`src/rtl/axistream_unpack_keep_pkg.sv`:
```
// Shared defaults and helpers for the keep-aware AXI-Stream unpacker.
package axistream_unpack_keep_pkg;

   localparam int unsigned DefDataWidth = 8;
   localparam int unsigned DefNumPack   = 4;

   // Index width for an n-entry selector; never narrower than one bit.
   function automatic int unsigned idx_width(input int unsigned n);
      return (n > 1) ? $clog2(n) : 1;
   endfunction

endpackage

```
`src/rtl/axistream_unpack_keep_if.sv`:
```
// Generic AXI-Stream bundle; KEEP_WIDTH is one per word on the bus.
interface axistream_unpack_keep_if #(
   parameter int unsigned DATA_WIDTH = 8,
   parameter int unsigned KEEP_WIDTH = 1
);

   logic                  tvalid;
   logic                  tready;
   logic [DATA_WIDTH-1:0] tdata;
   logic [KEEP_WIDTH-1:0] tkeep;
   logic                  tlast;

   modport master (
      output tvalid,
      output tdata,
      output tkeep,
      output tlast,
      input  tready
   );

   modport slave (
      input  tvalid,
      input  tdata,
      input  tkeep,
      input  tlast,
      output tready
   );

endinterface

```
`src/rtl/axistream_unpack_keep_lsb_onehot.sv`:
```
// Lowest-set-bit finder: one-hot, binary index and single-bit flag of a mask.
module lsb_onehot
   import axistream_unpack_keep_pkg::*;
#(
   parameter int unsigned WIDTH = 4
) (
   input  logic [WIDTH-1:0]            mask_i,
   output logic [WIDTH-1:0]            onehot_o,
   output logic [idx_width(WIDTH)-1:0] index_o,
   output logic                        is_onehot_o
);

   localparam int unsigned IdxW = idx_width(WIDTH);

   // Isolate the lowest set bit and flag masks with exactly one bit set.
   always_comb begin
      onehot_o    = mask_i & (~mask_i + WIDTH'(1));
      is_onehot_o = (mask_i != '0) && ((mask_i & (mask_i - WIDTH'(1))) == '0);
   end

   // Scan from the top down so the lowest set bit wins.
   always_comb begin
      index_o = '0;
      for (int unsigned i = WIDTH; i > 0; i--) begin
         if (mask_i[i-1]) begin
            index_o = IdxW'(i - 1);
         end
      end
   end

endmodule

```
`src/rtl/axistream_unpack_keep.sv`:
```
// Width-down AXI-Stream converter: splits NUM_PACK-word beats into single words,
// emitting only kept words and placing tlast on the final kept word.
module axistream_unpack_keep
   import axistream_unpack_keep_pkg::*;
#(
   parameter int unsigned DATA_WIDTH = DefDataWidth,
   parameter int unsigned NUM_PACK   = DefNumPack,
   parameter bit          BIG_ENDIAN = 1'b0
) (
   input  logic                    clk,
   input  logic                    rst_n,
   axistream_unpack_keep_if.slave  src_io,
   axistream_unpack_keep_if.master dest_io,
   output logic                    drop_pulse_o
);

   localparam int unsigned IdxW = idx_width(NUM_PACK);

   logic [NUM_PACK-1:0][DATA_WIDTH-1:0] data_ord;
   logic [NUM_PACK-1:0][DATA_WIDTH-1:0] data_q;
   logic [NUM_PACK-1:0]                 keep_ord;
   logic [NUM_PACK-1:0]                 pend_q, pend_d;
   logic [NUM_PACK-1:0]                 cur_onehot;
   logic [IdxW-1:0]                     cur_idx;
   logic                                onehot_last;
   logic                                tlast_q, tlast_d;
   logic                                drop_q, drop_d;
   logic                                dest_valid;
   logic                                src_ready;
   logic                                src_hs;
   logic                                dest_hs;

   // Reorder words and keep bits so emit order always runs from index 0 upward.
   for (genvar g = 0; g < NUM_PACK; g++) begin : g_reorder
      localparam int unsigned Src = BIG_ENDIAN ? (NUM_PACK - 1 - g) : g;
      assign keep_ord[g] = src_io.tkeep[Src];
      assign data_ord[g] = src_io.tdata[Src*DATA_WIDTH +: DATA_WIDTH];
   end

   lsb_onehot #(
      .WIDTH (NUM_PACK)
   ) u_lsb_onehot (
      .mask_i      (pend_q),
      .onehot_o    (cur_onehot),
      .index_o     (cur_idx),
      .is_onehot_o (onehot_last)
   );

   // Handshakes; src_tready looks through to dest_tready so beats chain without a bubble.
   always_comb begin
      dest_valid = rst_n && (pend_q != '0);
      src_ready  = rst_n && ((pend_q == '0) || (dest_valid && dest_io.tready && onehot_last));
      src_hs     = src_ready && src_io.tvalid;
      dest_hs    = dest_valid && dest_io.tready;
   end

   // Outputs; tkeep on the narrow side is always full.
   always_comb begin
      src_io.tready  = src_ready;
      dest_io.tvalid = dest_valid;
      dest_io.tdata  = data_q[cur_idx];
      dest_io.tlast  = dest_valid && tlast_q && onehot_last;
      dest_io.tkeep  = '1;
      drop_pulse_o   = drop_q;
   end

   // Next state: a new beat load overrides the clear of the word just sent.
   always_comb begin
      pend_d  = pend_q;
      tlast_d = tlast_q;
      drop_d  = 1'b0;
      if (dest_hs) begin
         pend_d = pend_q & ~cur_onehot;
      end
      if (src_hs) begin
         pend_d  = keep_ord;
         tlast_d = src_io.tlast;
         drop_d  = (keep_ord == '0) && src_io.tlast;
      end
   end

   // Control state; reset discards any partially emitted beat.
   always_ff @(posedge clk or negedge rst_n) begin
      if (!rst_n) begin
         pend_q  <= '0;
         tlast_q <= 1'b0;
         drop_q  <= 1'b0;
      end else begin
         pend_q  <= pend_d;
         tlast_q <= tlast_d;
         drop_q  <= drop_d;
      end
   end

   // Beat data buffer; contents are only meaningful while pend is non-zero.
   always_ff @(posedge clk) begin
      if (src_hs) begin
         data_q <= data_ord;
      end
   end

endmodule

```
`src/flat_wrapper.sv`:
```
// flat-port wrapper written by rule: the top's interface ports become plain ports
module axistream_unpack_keep_flat import axistream_unpack_keep_pkg::*;
#(
   parameter int unsigned DATA_WIDTH = DefDataWidth,
   parameter int unsigned NUM_PACK   = DefNumPack,
   parameter bit          BIG_ENDIAN = 1'b0
)
  (clk, rst_n, drop_pulse_o, src_io_tvalid, src_io_tdata, src_io_tkeep, src_io_tlast, src_io_tready, dest_io_tvalid, dest_io_tdata, dest_io_tkeep, dest_io_tlast, dest_io_tready);
  axistream_unpack_keep_if #(.DATA_WIDTH(DATA_WIDTH), .KEEP_WIDTH(4)) src_io_i ();
  axistream_unpack_keep_if #(.DATA_WIDTH(DATA_WIDTH), .KEEP_WIDTH(1)) dest_io_i ();
  input  logic clk;
  input  logic rst_n;
  output logic drop_pulse_o;
  input wire logic [$bits(src_io_i.tvalid)-1:0] src_io_tvalid;
  input wire logic [$bits(src_io_i.tdata)-1:0] src_io_tdata;
  input wire logic [$bits(src_io_i.tkeep)-1:0] src_io_tkeep;
  input wire logic [$bits(src_io_i.tlast)-1:0] src_io_tlast;
  output wire logic [$bits(src_io_i.tready)-1:0] src_io_tready;
  output wire logic [$bits(dest_io_i.tvalid)-1:0] dest_io_tvalid;
  output wire logic [$bits(dest_io_i.tdata)-1:0] dest_io_tdata;
  output wire logic [$bits(dest_io_i.tkeep)-1:0] dest_io_tkeep;
  output wire logic [$bits(dest_io_i.tlast)-1:0] dest_io_tlast;
  input wire logic [$bits(dest_io_i.tready)-1:0] dest_io_tready;
  assign src_io_i.tvalid = src_io_tvalid;
  assign src_io_i.tdata = src_io_tdata;
  assign src_io_i.tkeep = src_io_tkeep;
  assign src_io_i.tlast = src_io_tlast;
  assign src_io_tready = src_io_i.tready;
  assign dest_io_tvalid = dest_io_i.tvalid;
  assign dest_io_tdata = dest_io_i.tdata;
  assign dest_io_tkeep = dest_io_i.tkeep;
  assign dest_io_tlast = dest_io_i.tlast;
  assign dest_io_i.tready = dest_io_tready;
  axistream_unpack_keep #(.DATA_WIDTH(DATA_WIDTH), .NUM_PACK(NUM_PACK), .BIG_ENDIAN(BIG_ENDIAN)) u_core (.clk(clk), .rst_n(rst_n), .src_io(src_io_i), .dest_io(dest_io_i), .drop_pulse_o(drop_pulse_o));
endmodule
```
`config.mk`:
```
export PLATFORM = sky130hd
export DESIGN_NAME = axistream_unpack_keep_flat
export DESIGN_NICKNAME = d
export VERILOG_FILES = /design/src/rtl/axistream_unpack_keep_pkg.sv /design/src/rtl/axistream_unpack_keep_if.sv /design/src/rtl/axistream_unpack_keep_lsb_onehot.sv /design/src/rtl/axistream_unpack_keep.sv /design/src/flat_wrapper.sv
export SDC_FILE = /design/constraint.sdc
export NUM_CORES = 1
export LEC_CHECK = 0
export CORE_ASPECT_RATIO = 1.1
export CORE_MARGIN = 5
export CORE_UTILIZATION = 43
export CTS_BUF_LIST = sky130_fd_sc_hd__clkbuf_8
export CTS_CLUSTER_SIZE = 24
export DETAILED_ROUTE_END_ITERATION = 10
export HOLD_SLACK_MARGIN = 0.15
export PLACE_DENSITY_LB_ADDON = 0.3
export SYNTH_ARGS = -nofsm -noshare
export SYNTH_HDL_FRONTEND = slang
export SYNTH_SLANG_ARGS = --single-unit
```
`constraint.sdc`:
```
create_clock -name clk -period 2.37 [get_ports clk]
set_input_delay 0.237 -clock clk [delete_from_list [all_inputs] [get_ports clk]]
set_output_delay 0.237 -clock clk [all_outputs]
set_load 0.03 [all_outputs]
```
==> out/results.ini <==
[logic_synthesis]
postSynthAreaPerCell_um2 = 12.20
synth_top_area_cell = edfxtp_1
synth_seq_area_share_pct = 53.33
synth_cell_types = 29
synth_nets = 77
ys_top_cells_by_area = edfxtp_1, dfrtp_1, nor2b_1
ys_async_sr_fraction_pct = 42.86
yosysWarnings = 0
synth_area_um2 = 732.0
synth-seq-cells = 14
syn_inst = 60
synth_edf_count = 8
synth_ff_type = edfxtp_1
synth_top_area_share_pct = 32.82

[layout]
syn_to_final_growth_pct = 45.81
nets = 106
num_antenna_cells = 0
final_layout_size_suffix_gt1_share_pct = 11.36
final-instance-count-excl-fill = 105
design_area_um2 = 1067

[clock_tree]
path_clk_slew_ps = 60
cts_resized = 0
cts_sinks = 14
cts_tree = built
cts_root_buf = clkbuf_8
insertion_delay_ps = 240
cts_max_level = 1
post-cts-setup-buffers = 0
cts.path.max_buffers = 2
cts_hold_buf = 0
cts_made_buffers = 3

[detailed_routing]
drc = 0
wl_per_cell_um = 13.30
drtIter0Drc = 8
antenna_left = 0
drt_pre_antenna_iters = 4
routed_wl_mm = 1.397
vias = 547
viasPerCell = 5.210

[setup_path]
critical_path_required_ps = 2130
worstSetupPathType = flip-flop to output pin
worstPathArrival_ps = 1970
ff2ff_path_depth = 4
regToRegStartpoint = u_core.pend_q[0]$_DFFE_PN0P_
cpPeakStageDelay_ps = 680
r2r-end = u_core.tlast_q$_DFFE_PN0P_
rrSetupSlack_ps = 450
start_kind = flip-flop
end_kind = output pin
worstPathCellList = nor3_1, nor2_1, nor2b_1, clkdlybuf4s50_1
cp_num_buf_inv = 1
crit_path_max_fanout = 9
path_delay_family = buffers and inverters
slowest_stage = clkdlybuf4s50_1

[timing]
drv_slew = 0
tns_ps = 0
setup_viol = 0
min_period_over_period_pct = 93.29
grt_setup_unrepaired = no
min_period_ps = 2211
hold_viol_final = 0
skew_ps = 3.423
fmaxAchievable_ghz = 0.4523

[job]
max_cap_violations = 0

[pwr]
p_int_uw = 745.6
comb_power_share_pct = 51.8
powerDensity_nw_per_um2 = 1183
power_mw = 1.263
ir_drop_mv = 0.6219
pwr-share-seq_pct = 33.2
p_sw_uw = 517.6
pwr-share-clk_pct = 14.9
switching_share_pct = 40.97
cellLeakagePower_nw = 0.5052

[die]
start_util_pct = 45.88
rows = 15
design.portCount = 30
die_area_um2 = 2628
die_h_um = 53.27
die_w_um = 49.34
core_area_um2 = 1595

[global_routing]
met3_usage_pct = 3.380
gr-usage-met2_pct = 22.32
grt_pass1_vias = 579
grt_busiest_layer = met2
grt_pass1_wl_mm = 2.428
antenna_found_initial = 0
grtUsageMet1_pct = 12.77
grt_start_max_net_pins = 15
track_usage_pct = 11.76
gr-total-overflow = 0

[worst_hold_path]
worstHoldPathType = primary input to async pin

[place]
routabilityCongestion = 0.7851
io_buffers = 28
dpl_cell_area_um2 = 1007
place_inst = 101
hpwlAfterDp_mm = 1.113

[status]
status = finished, final reports clean

-- worst max path at each step --
stage                            startpoint                          to  slack, ps  cells past startpoint
4_1_cts        u_core.pend_q[3]$_DFFE_PN0P_            dest_io_tdata[5]        120                      4
5_1_grt        u_core.pend_q[1]$_DFFE_PN0P_            dest_io_tdata[4]        0.4                      4
3_3_place_gp                 dest_io_tready  u_core.tlast_q$_DFFE_PN0P_        270                      5
3_5_place_dp                 dest_io_tready  u_core.tlast_q$_DFFE_PN0P_        230                      5
2_1_floorplan  u_core.pend_q[1]$_DFFE_PN0P_  u_core.tlast_q$_DFFE_PN0P_        580                      5
6_report       u_core.pend_q[3]$_DFFE_PN0P_            dest_io_tdata[0]        160                      4
-- state kept, by name (all words and copies together) (netlist names) --
signal	cells
u_core.drop_pulse_o	1
u_core.tlast_q	1
u_core.pend_q	4
u_core.data_q	8
-- worst register-to-register path, stage by stage (launching register included) --
cell and delay [ps]:
dfrtp_1 490, or3b_4 460, a2111oi_4 290, a41o_4 250
mux2_4 320
-- logic make-up (layout without fill, tap and decap cells) --
group                     Yosys count  after routing  synth area share (%)
and+or+nand+nor                    20             20                 16.92
xor gates and xnor gates            1              1                 1.197
buffers and inverters               6             34                 4.786
other                               1              1                0.5123
AOI/OAI and AO/OA                  17             17                 21.20
muxes                               1              1                 2.051
DFF                                14             14                 53.33
-- layer usage --
layer / up-vias / share of wire (%)
met2: 21 / 51
met4: 0 / 0.43
met5: - / 0
li1: 272 / -
met1: 252 / 41
met3: 2 / 8.1
-- stage by stage --
stage	setup slack (ps)	util, %	hold WS, ps
after floorplan	584.1	-	-58.59
after global placement	273.6	63.14	491.4
after detailed placement	229.0	63.14	495.8
after CTS	117.9	65.96	312.0
after global routing	0.3593	66.90	316.4
final	159.0	66.90	309.5
-- cells in the mapped netlist (2+ instances only) --
library cell	count
nor2b_1	10
edfxtp_1	8
dfrtp_1	6
o21ai_0	5
a211oi_1	2
a21bo_1	2
and3_1	2
clkbuf_1	2
nand2_1	2
nor2_1	2
-- cell type report --
cell class	count	area, um2
Clock buffer	3	41.29
Clock inverter	1	3.754
Fill cell	138	528.0
Inverter	1	3.754
Multi-Input combinational cell	40	306.5
Sequential cell	14	390.4
Tap cell	17	21.27
Timing Repair Buffer	29	300.3
-- power by group through the flow --
stage                     logic (mW)  registers [mW]  clock network (mW)
after floorplan                0.531           0.347                   0
after global placement         0.668           0.419                   0
after detailed placement       0.676           0.425                   0
after CTS                      0.678           0.420               0.193
after global routing           0.713           0.438               0.205
final                          0.655           0.420               0.189
-- placed cells by master, fill, tap and decap left out --
cell type | Yosys | layout
edfxtp_1 | 8 | 8
nor4_1 | 1 | 1
xor2_1 | 1 | 1
or2b_4 | 1 | 1
mux2_4 | 1 | 1
clkdlybuf4s50_1 | 0 | 21
a41o_4 | 1 | 1
o41a_1 | 1 | 1
a21oi_1 | 1 | 1
o21ai_0 | 5 | 5
or3b_4 | 1 | 1
nor2_1 | 2 | 2
and3_1 | 2 | 2
a2111oi_4 | 1 | 1
nor3_1 | 1 | 1
o31a_1 | 1 | 1
o21ai_1 | 1 | 1
buf_4 | 1 | 2
a21o_1 | 1 | 1
conb_1 | 1 | 1
dfrtp_1 | 6 | 6
inv_1 | 1 | 2
nor2b_1 | 10 | 10
nand2_1 | 2 | 2
a22o_1 | 1 | 1
a211oi_1 | 2 | 2
clkbuf_8 | 0 | 3
a21bo_1 | 2 | 2
dlymetal6s2s_1 | 0 | 6
Power figures use the tool's default switching activity.
